[src/rtl/control_de_relojes_pkg.sv]
// Shared types and constants for the control_de_relojes clock-enable controller.
package control_de_relojes_pkg;

  localparam int DIV_W     = 3;
  localparam int CNT_W_DEF = 5;

  // Largest log2 ratio accepted for the default counter width.
  localparam logic [DIV_W-1:0] DIV_CLAMP = DIV_W'(CNT_W_DEF);

  typedef enum logic [1:0] {
    ST_IDLE,
    ST_RUN,
    ST_SWITCH,
    ST_STOPPING
  } state_e;

  function automatic logic [DIV_W-1:0] clamp_div(input logic [DIV_W-1:0] sel,
                                                 input logic [DIV_W-1:0] lim);
    return (sel > lim) ? lim : sel;
  endfunction

endpackage

[src/rtl/control_de_relojes_contador_fase.sv]
// Frame phase counter: synchronous clear, count enable, and a flag on the last phase.
module contador_fase
  #(parameter int CNT_W = 5)
  (
    input  logic             clk_i,
    input  logic             rst_ni,
    input  logic             clr_i,
    input  logic             en_i,
    output logic [CNT_W-1:0] count_o,
    output logic             wrap_o
  );

  logic [CNT_W-1:0] count_q, count_d;

  always_comb begin
    count_d = count_q;
    if (clr_i)
      count_d = '0;
    else if (en_i)
      count_d = count_q + CNT_W'(1);
  end

  always_ff @(posedge clk_i) begin
    if (!rst_ni)
      count_q <= '0;
    else
      count_q <= count_d;
  end

  assign count_o = count_q;
  assign wrap_o  = en_i && (count_q == '1);

endmodule

[src/rtl/control_de_relojes.sv]
// Run/stop and divide-ratio controller producing a clock-enable strobe.
// Optional CLK_DIV output (a copy of PHASE) is built when CLK_DIV_OUT_EN is defined.
module control_de_relojes
  import control_de_relojes_pkg::*;
  #(parameter int CNT_W = CNT_W_DEF)
  (
    input  logic             CLK,
    input  logic             RESET_L,
    input  logic             START,
    input  logic             STOP,
    input  logic             DIV_REQ,
    input  logic [DIV_W-1:0] DIV_SEL,
    output logic             DIV_ACK,
    output logic             RUNNING,
    output logic             EN_STROBE,
    output logic [CNT_W-1:0] PHASE,
`ifdef CLK_DIV_OUT_EN
    output logic [CNT_W-1:0] CLK_DIV,
`endif
    output logic [DIV_W-1:0] DIV_CUR
  );

  localparam logic [DIV_W-1:0] DIV_LIM =
    (CNT_W == CNT_W_DEF) ? DIV_CLAMP : DIV_W'(CNT_W);

  state_e           state_q, state_d;
  logic [DIV_W-1:0] div_cur_q, div_cur_d;
  logic [DIV_W-1:0] pend_val_q, pend_val_d;
  logic             pend_q, pend_d;
  logic             ack_q, ack_d;

  logic             running, cnt_wrap, accept, chg, stop_req;
  logic [DIV_W-1:0] sel_clamped, chg_val;
  logic [CNT_W-1:0] count, mask;

  contador_fase #(.CNT_W(CNT_W)) u_contador_fase (
    .clk_i   (CLK),
    .rst_ni  (RESET_L),
    .clr_i   (!running),
    .en_i    (running),
    .count_o (count),
    .wrap_o  (cnt_wrap)
  );

  assign running     = (state_q != ST_IDLE);
  assign sel_clamped = clamp_div(DIV_SEL, DIV_LIM);
  assign accept      = DIV_REQ && !ack_q && !pend_q;
  // A request accepted on the wrap cycle itself is applied at that same wrap.
  assign chg         = pend_q || accept;
  assign chg_val     = pend_q ? pend_val_q : sel_clamped;
  assign stop_req    = STOP || ((state_q == ST_STOPPING) && !START);

  always_comb begin
    state_d    = state_q;
    div_cur_d  = div_cur_q;
    pend_val_d = pend_val_q;
    pend_d     = pend_q;
    ack_d      = 1'b0;
    unique case (state_q)
      ST_IDLE: begin
        if (accept) begin
          div_cur_d = sel_clamped;
          ack_d     = 1'b1;
        end
        if (START)
          state_d = ST_RUN;
      end
      default: begin
        if (cnt_wrap) begin
          if (chg) begin
            div_cur_d = chg_val;
            ack_d     = 1'b1;
          end
          pend_d  = 1'b0;
          state_d = stop_req ? ST_IDLE : ST_RUN;
        end else begin
          pend_d     = chg;
          pend_val_d = chg_val;
          if (stop_req)
            state_d = ST_STOPPING;
          else if (chg)
            state_d = ST_SWITCH;
          else
            state_d = ST_RUN;
        end
      end
    endcase
  end

  always_ff @(posedge CLK) begin
    if (!RESET_L) begin
      state_q    <= ST_IDLE;
      div_cur_q  <= '0;
      pend_val_q <= '0;
      pend_q     <= 1'b0;
      ack_q      <= 1'b0;
    end else begin
      state_q    <= state_d;
      div_cur_q  <= div_cur_d;
      pend_val_q <= pend_val_d;
      pend_q     <= pend_d;
      ack_q      <= ack_d;
    end
  end

  always_comb begin
    mask = '0;
    for (int i = 0; i < CNT_W; i++)
      mask[i] = (i < int'(div_cur_q));
  end

  assign EN_STROBE = running && ((count & mask) == mask);
  assign PHASE     = count;
  assign RUNNING   = running;
  assign DIV_ACK   = ack_q;
  assign DIV_CUR   = div_cur_q;
`ifdef CLK_DIV_OUT_EN
  assign CLK_DIV   = count;
`endif

endmodule

[config.mk]
export PLATFORM = sky130hd
export DESIGN_NAME = control_de_relojes
export DESIGN_NICKNAME = d
export VERILOG_FILES = /design/src/rtl/control_de_relojes_pkg.sv /design/src/rtl/control_de_relojes_contador_fase.sv /design/src/rtl/control_de_relojes.sv
export SDC_FILE = /design/constraint.sdc
export NUM_CORES = 1
export LEC_CHECK = 0
export ABC_CLOCK_PERIOD_IN_PS = 2300
export BUFFER_PORTS_ARGS = -buffer_cell sky130_fd_sc_hd__buf_2
export CAP_MARGIN = 10
export CORE_UTILIZATION = 30
export CTS_BUF_LIST = sky130_fd_sc_hd__clkbuf_2
export DETAILED_ROUTE_END_ITERATION = 12
export HOLD_SLACK_MARGIN = 0.05
export PLACE_DENSITY = 0.49
export SYNTH_ARGS = -nofsm -noshare
export SYNTH_HDL_FRONTEND = slang
export SYNTH_SLANG_ARGS = --single-unit
export TNS_END_PERCENT = 1
[constraint.sdc]
create_clock -name CLK -period 2.3 [get_ports CLK]
set_input_delay 0.46 -clock CLK [delete_from_list [all_inputs] [get_ports CLK]]
set_output_delay 0.46 -clock CLK [all_outputs]
set_load 0.01 [all_outputs]
==> results.ini, run 1 <==
[place]
placed_area_sq_um = 790
detail_placement_hpwl_mm = 1.10
routability_cong = 0.784
port_buffers = 18

[global_routing]
wire_length_of_the_first_global_routing_pass_mm = 2.53
groute.usage.overall_pct = 13.6
grt_start_max_net_pins = 9
grt_pass1_vias = 606
globalRouteOverflowTotal = 0
antenna_violations_before_repair = 0

[sta]
min_period_over_period_pct = 82.4
maxClockFrequency_mhz = 528
worst_pin_slew_ns = 0.536
final.setup.tns_ns = 0
timing.slew.headroom_pct = 64.0
hold_viol = 0
rsz0062_at_grt = no
final.setup_skew_ns = 0.00281
period_minus_slack_ns = 1.90
finalSetupViolCount = 0
final_max_slew_viol_count = 0

[clock_tree]
clk_root_buffer_cell = sky130_fd_sc_hd__clkbuf_2
ctsResizeCount = 0
clockBufferDepth = 2
path_clk_slew_ns = 0.14
htree_num_levels = 1
tritoncts_buffer_count = 3
clock_latency_ns = 0.28
clock_tree_from_tritoncts = built
cts.repair_timing.setup_buffer_count = 0
cts.sinks = 15
cts_hold_buffers = 0

[power]
switching_share_pct = 30.7
p_int_mw = 0.386
power_density_nw_per_um2 = 687
power.share.clock_pct = 23.1
sequentialPowerShare_pct = 54.7
standby_leakage_power_nw = 0.375
switchingPower_mw = 0.171
relative_contribution_of_combinational_cells_to_total_power_pct = 22.2
irDropWorstVdd_uv = 279

[route]
ant_nets = 0
drtIter0Drc = 1
dr_total_vias = 601
wl_mm = 1.39
firstDrtPassIters = 4
drt-vias-per-instance = 4.77
post-route-drc-count = 0
wire_per_inst_um = 11.0

[die]
dieWidth_um = 49.5
rows = 16
initial_utilization_pct = 33.1
fp.dieArea_sq_um = 2450
floorplan.core_area_sq_um = 2040
num_io_pins = 19
die_h_um = 49.5

[yosys]
synth.yosys.seq_area_share_pct = 44.4
syn_inst_count = 78
synth_top_cell_area_share_pct = 44.4
synth_top_cells_by_area = sky130_fd_sc_hd__dfxtp_1 (44%), sky130_fd_sc_hd__nor2_1 (6.1%), sky130_fd_sc_hd__nand2_1 (4.4%)
synth.cell_area_sq_um = 677
async_flop_share_pct = 0
yosysMostFrequentCell = sky130_fd_sc_hd__dfxtp_1
syn-mean-instance-area_sq_um = 8.68
netlist_top_cells_count = sky130_fd_sc_hd__dfxtp_1 (15), sky130_fd_sc_hd__nor2_1 (11), sky130_fd_sc_hd__nand2_1 (8)
yosys_warnings = 0
postSynthRegisterBits = 15
synth_enable_flop_cells = 0
synthesis.nets = 88
ys.flop_type = sky130_fd_sc_hd__dfxtp_1
synthDominantAreaCellType = sky130_fd_sc_hd__dfxtp_1
synth_cell_type_count = 25

[worst_setup_path]
maximum_fanout_count_along_the_critical_path = 6
cp-start-kind = flop
required_time_at_the_endpoint_of_the_critical_path_ns = 2.48
timing.critical_path.arrival_ns = 2.08
crit_type = flop to flop
critPathCaptureType = flop

[finish]
fin_area_sq_um = 810
area_delta_synth_final_pct = 19.6
layout-drive-gt1-share_pct = 24.2
insertedDiodeCount = 0
final_net_count = 110

[outcome]
run_status = completed

[flow_run]
max_cap_violations = 0

[min_path]
timing.hold.worst.class = input port to flop

[critical path: stages (launching register included)]
cell                      delay, ns
sky130_fd_sc_hd__dfxtp_1       0.38
sky130_fd_sc_hd__ha_1          0.23
sky130_fd_sc_hd__and3_1        0.19
sky130_fd_sc_hd__ha_1          0.22
sky130_fd_sc_hd__nor3_1        0.47
sky130_fd_sc_hd__mux2i_1       0.25
sky130_fd_sc_hd__nor2_1        0.05
[sequential cells by signal (all words and copies together) (netlist names)]
register / cells
DIV_ACK: 1
DIV_CUR: 3
pend_q: 1
pend_val_q: 3
state_q: 2
u_contador_fase.count_o: 5
[cell type report]
cell class	instances	area [sq um]
Tap cell	27	33.8
Multi-Input combinational cell	58	350
Inverter	4	15.0
Timing Repair Buffer	18	90.1
Fill cell	240	1230
Clock buffer	4	20.0
Sequential cell	15	300
[cells in the final DEF, fill, tap and decap left out, drive strengths merged]
cell type	n
clkbuf	4
o211ai	1
and2	1
o2bb2a	1
a31oi	1
ha	2
o21ai	5
inv	4
nor4b	1
nand2	8
nor3	3
a211oi	2
and3	3
xor2	1
mux2i	2
a311oi	2
nor2b	3
nand3	4
xnor2	1
or3	1
buf	18
dfxtp	15
a21oi	4
nand2b	1
nor2	11
[routing by layer]
| layer | vias to the layer above | GRT usage [%] | share of wire [%] | wire (um) |
|---|---|---|---|---|
| met1 | 266 | 16.6 | 48 | 672 |
| met5 | - | 0 | 0 | 0 |
| met3 | 4 | 3.70 | 4.9 | 68 |
| li1 | 316 | - | - | - |
| met4 | 0 | 7.14 | 1.4 | 20 |
| met2 | 15 | 21.7 | 45 | 630 |
[path summary, 6_finish.rpt]
path                   endpoint  slack [ns]                       start  cells past startpoint
setup reg to reg  pend_val_q[2]        0.40  u_contador_fase.count_o[0]                      6
setup / recovery  pend_val_q[2]        0.40  u_contador_fase.count_o[0]                      6
hold / removal       state_q[0]        0.46                     RESET_L                      3
hold reg to reg      DIV_CUR[0]        0.50                  DIV_CUR[0]                      2
[logic make-up (layout without fill, tap and decap cells)]
group           Yosys count  count (layout)  synth area share (%)
compound gates           16              16                  16.5
xor+xnor                  2               2                  2.59
fa+ha+maj                 2               2                  3.70
buf+inv                   5              26                  3.88
flops                    15              15                  44.4
mux                       2               2                  2.96
simple gates             36              36                  26.1
[power by group through the flow]
stage          clock network (mW)  registers [mW]  logic [mW]
2_1_floorplan                   0           0.311      0.0857
3_3_place_gp                    0           0.309       0.125
3_5_place_dp                    0           0.310       0.124
4_1_cts                     0.137           0.304       0.125
5_1_grt                     0.151           0.308       0.142
6_report                    0.129           0.304       0.123
[per-stage QoR]
stage               utilization, %  total power, mW  instances  hold slack (ns)  setup WS, ns
finish                        39.6            0.556        126            0.456         0.404
global route                  39.6            0.601        126            0.429         0.119
CTS                           39.6            0.566        126            0.439         0.410
detailed placement            38.7            0.434        122            0.481         0.435
global placement              38.7            0.434        122            0.461         0.465
floorplan                        -            0.397         78            0.460         0.540
Power figures use the tool's default switching activity.
==> run 2: changes to the inputs <==
--- a/config.mk
+++ b/config.mk
@@ -5,14 +5,14 @@
 export SDC_FILE = /design/constraint.sdc
 export NUM_CORES = 1
 export LEC_CHECK = 0
-export ABC_CLOCK_PERIOD_IN_PS = 2300
+export ABC_CLOCK_PERIOD_IN_PS = 1600
 export BUFFER_PORTS_ARGS = -buffer_cell sky130_fd_sc_hd__buf_2
 export CAP_MARGIN = 10
 export CORE_UTILIZATION = 30
 export CTS_BUF_LIST = sky130_fd_sc_hd__clkbuf_2
 export DETAILED_ROUTE_END_ITERATION = 12
 export HOLD_SLACK_MARGIN = 0.05
-export PLACE_DENSITY = 0.49
+export PLACE_DENSITY = 0.51
 export SYNTH_ARGS = -nofsm -noshare
 export SYNTH_HDL_FRONTEND = slang
 export SYNTH_SLANG_ARGS = --single-unit
==> constraint.sdc (replaced) <==
create_clock -name CLK -period 1.6 [get_ports CLK]
set_input_delay 0.32 -clock CLK [delete_from_list [all_inputs] [get_ports CLK]]
set_output_delay 0.32 -clock CLK [all_outputs]
set_load 0.01 [all_outputs]
==> run 2 against run 1 <==
  * Count of clock-buffer cells in the layout unchanged
  * Routed wire length up 15%
  * First-iteration DRC count rose to 3.0 times the previous value
  * Via count is 6.0% higher
  * Final cell count up 5.6%
  * Critical path type is now flop to primary output
  * Largest cell class unchanged
==> results.ini, run 2 (synthesized netlist as in run 1, its figures left out) <==
[power]
p_int_mw = 0.586  ; +52%
switchingPower_mw = 0.273  ; +60%
switching_share_pct = 31.8  ; +1.1 points
relative_contribution_of_combinational_cells_to_total_power_pct = 26.6  ; +4.4 points
standby_leakage_power_nw = 0.431  ; +15%
power.share.clock_pct = 21.5  ; -1.6 points
sequentialPowerShare_pct = 51.9  ; -2.8 points
irDropWorstVdd_uv = 549  ; +97%
power_density_nw_per_um2 = 888  ; +29%

[global_routing]
globalRouteOverflowTotal = 0  ; unchanged
grt_start_max_net_pins = 9  ; unchanged
wire_length_of_the_first_global_routing_pass_mm = 2.50  ; -0.83%
grt_pass1_vias = 605  ; -0.17%
antenna_violations_before_repair = 0  ; unchanged
groute.usage.overall_pct = 13.2  ; -0.36 points

[finish]
leading_cell_type_in_the_layout_fill_and_taps_excluded = sky130_fd_sc_hd__buf_2
layout.core_utilization_pct = 47.4  ; +7.7 points
max_ffs_per_register = 5  ; unchanged
fin_area_sq_um = 967  ; +19%
layout-drive-gt1-share_pct = 51.9  ; +28 points
final_net_count = 117  ; +6.4%
area_delta_synth_final_pct = 42.9
layout_common_cells = sky130_fd_sc_hd__buf_2 (18), sky130_fd_sc_hd__nor2_1 (10), sky130_fd_sc_hd__dfxtp_1 (7), sky130_fd_sc_hd__dfxtp_2 (7), sky130_fd_sc_hd__nand2_1 (7)
insertedDiodeCount = 0  ; unchanged

[die]
dieWidth_um = 49.5  ; unchanged
rows = 16  ; unchanged
initial_utilization_pct = 33.1  ; unchanged
num_io_pins = 19  ; unchanged
die_h_um = 49.5  ; unchanged
fp.dieArea_sq_um = 2450  ; unchanged
floorplan.core_area_sq_um = 2040  ; unchanged

[clock_tree]
path_clk_slew_ns = 0.14  ; about the same
htree_num_levels = 1  ; unchanged
clock_latency_ns = 0.27  ; about the same
cts.sinks = 15  ; unchanged
clk_root_buffer_cell = sky130_fd_sc_hd__clkbuf_2
tritoncts_buffer_count = 3  ; unchanged
clock_tree_from_tritoncts = built
clockBufferDepth = 2  ; unchanged

[worst_setup_path]
critPathLaunch = u_contador_fase.count_o[0]
crit_type = flop to primary output
timing.rr.start = u_contador_fase.count_o[0]
cp-start-kind = flop
crit_path_max_incr_delay_ns = 0.38  ; -0.09 ns
maximum_fanout_count_along_the_critical_path = 4  ; -2
path_cells = buf_6 > nand2_4 > o21ai_2 > nand3_2 > a21oi_2 > buf_2
critPathCaptureType = primary output
timing.critical_path.arrival_ns = 1.28  ; -0.80 ns
critical-path-slowest-cell = sky130_fd_sc_hd__dfxtp_4
required_time_at_the_endpoint_of_the_critical_path_ns = 1.28  ; -1.20 ns

[flow_run]
max_cap_violations = 0  ; unchanged

[place]
port_buffers = 18  ; unchanged
detail_placement_hpwl_mm = 1.12  ; +1.7%
place_worst_setup_slack_ns = -0.0141  ; -0.449 ns
placed_area_sq_um = 846  ; +7.1%
routability_cong = 0.762  ; -2.8%

[route]
wl_mm = 1.60  ; +15%
ant_nets = 0  ; unchanged
post-route-drc-count = 0  ; unchanged
drtIter0Drc = 3  ; +2
wire_per_inst_um = 12.0  ; +9.0%
firstDrtPassIters = 4  ; unchanged
dr_total_vias = 637  ; +6.0%
drt-vias-per-instance = 4.79  ; +0.41%

[sta]
timing.slew.headroom_pct = 71.6  ; +7.6 points
rsz0062_at_grt = yes
fin_ws_ns = 0.00165  ; -0.403 ns
final_max_slew_viol_count = 0  ; unchanged
period_minus_slack_ns = 1.60
worst_pin_slew_ns = 0.421  ; -0.115 ns
final.setup_skew_ns = 0.000735  ; -0.00207 ns
finalSetupViolCount = 0  ; unchanged
maxClockFrequency_mhz = 626
hold_viol = 0  ; unchanged
min_period_over_period_pct = 99.9

[min_path]
timing.hold.worst.class = input port to flop
min_from = DIV_SEL[2]

[outcome]
run_status = completed

## run 2: final timing paths
kind                            depth (start not counted)    endpoint  slack [ns]
worst max-delay path                                    6   EN_STROBE       0.002
worst min-delay path                                    3  DIV_CUR[2]        0.32
worst max register to register                          7  DIV_CUR[2]        0.03
worst min register to register                          2  DIV_CUR[1]        0.52
## run 2: timing repair
item | in CTS | in global routing
setup buffers | 0 | 2
endpoints found under the hold margin | 0 | 0
hold buffers | 0 | 0
resized for setup | 5 | 22
pin swaps | 1 | 7
setup endpoints to repair | 5 | 8
## run 2: cell type report
class / count / area, sq um
fillers: 220 / 1070
multi-input cells: 58 / 432
flip-flops and latches: 15 / 313
repair buffers: 25 / 154
well taps: 27 / 33.8
clock buffers: 4 / 20.0
inverters: 4 / 15.0
## run 2: power groups by stage
| stage | clock, mW | sequential (mW) | combinational, mW |
|---|---|---|---|
| 6_report | 0.184 | 0.446 | 0.229 |
| 5_1_grt | 0.208 | 0.451 | 0.258 |
| 4_1_cts | 0.192 | 0.437 | 0.193 |
| 3_5_place_dp | 0 | 0.444 | 0.190 |
| 3_3_place_gp | 0 | 0.443 | 0.189 |
| 2_1_floorplan | 0 | 0.450 | 0.125 |
## run 2: through the flow
stage                     power [mW]  TNS (ns)  cells  hold slack (ns)
final                          0.859         0    133            0.324
after global placement         0.633         0    127            0.481
after CTS                      0.821   -0.0747    131            0.319
after floorplan                0.575         0     78            0.442
after detailed placement       0.634   -0.0146    127            0.488
after global routing           0.917    -0.183    133            0.302
## run 2: layer usage
| layer | up-vias | global-route usage [%] | part of all wire [%] |
|---|---|---|---|
| li1 | 330 | - | - |
| met1 | 294 | 16.9 | 48 |
| met2 | 11 | 21.0 | 48 |
| met3 | 2 | 2.78 | 3.1 |
| met4 | 0 | 6.67 | 0.69 |
| met5 | - | 0 | 0 |
## run 2: worst max-delay path: cells and delay by family (launching register included)
kind / cells / cell delay [ns]
and+or+nand+nor: 2 / 0.14
DFF: 1 / 0.38
buffers and inverters: 2 / 0.24
AOI/OAI and AO/OA: 2 / 0.25
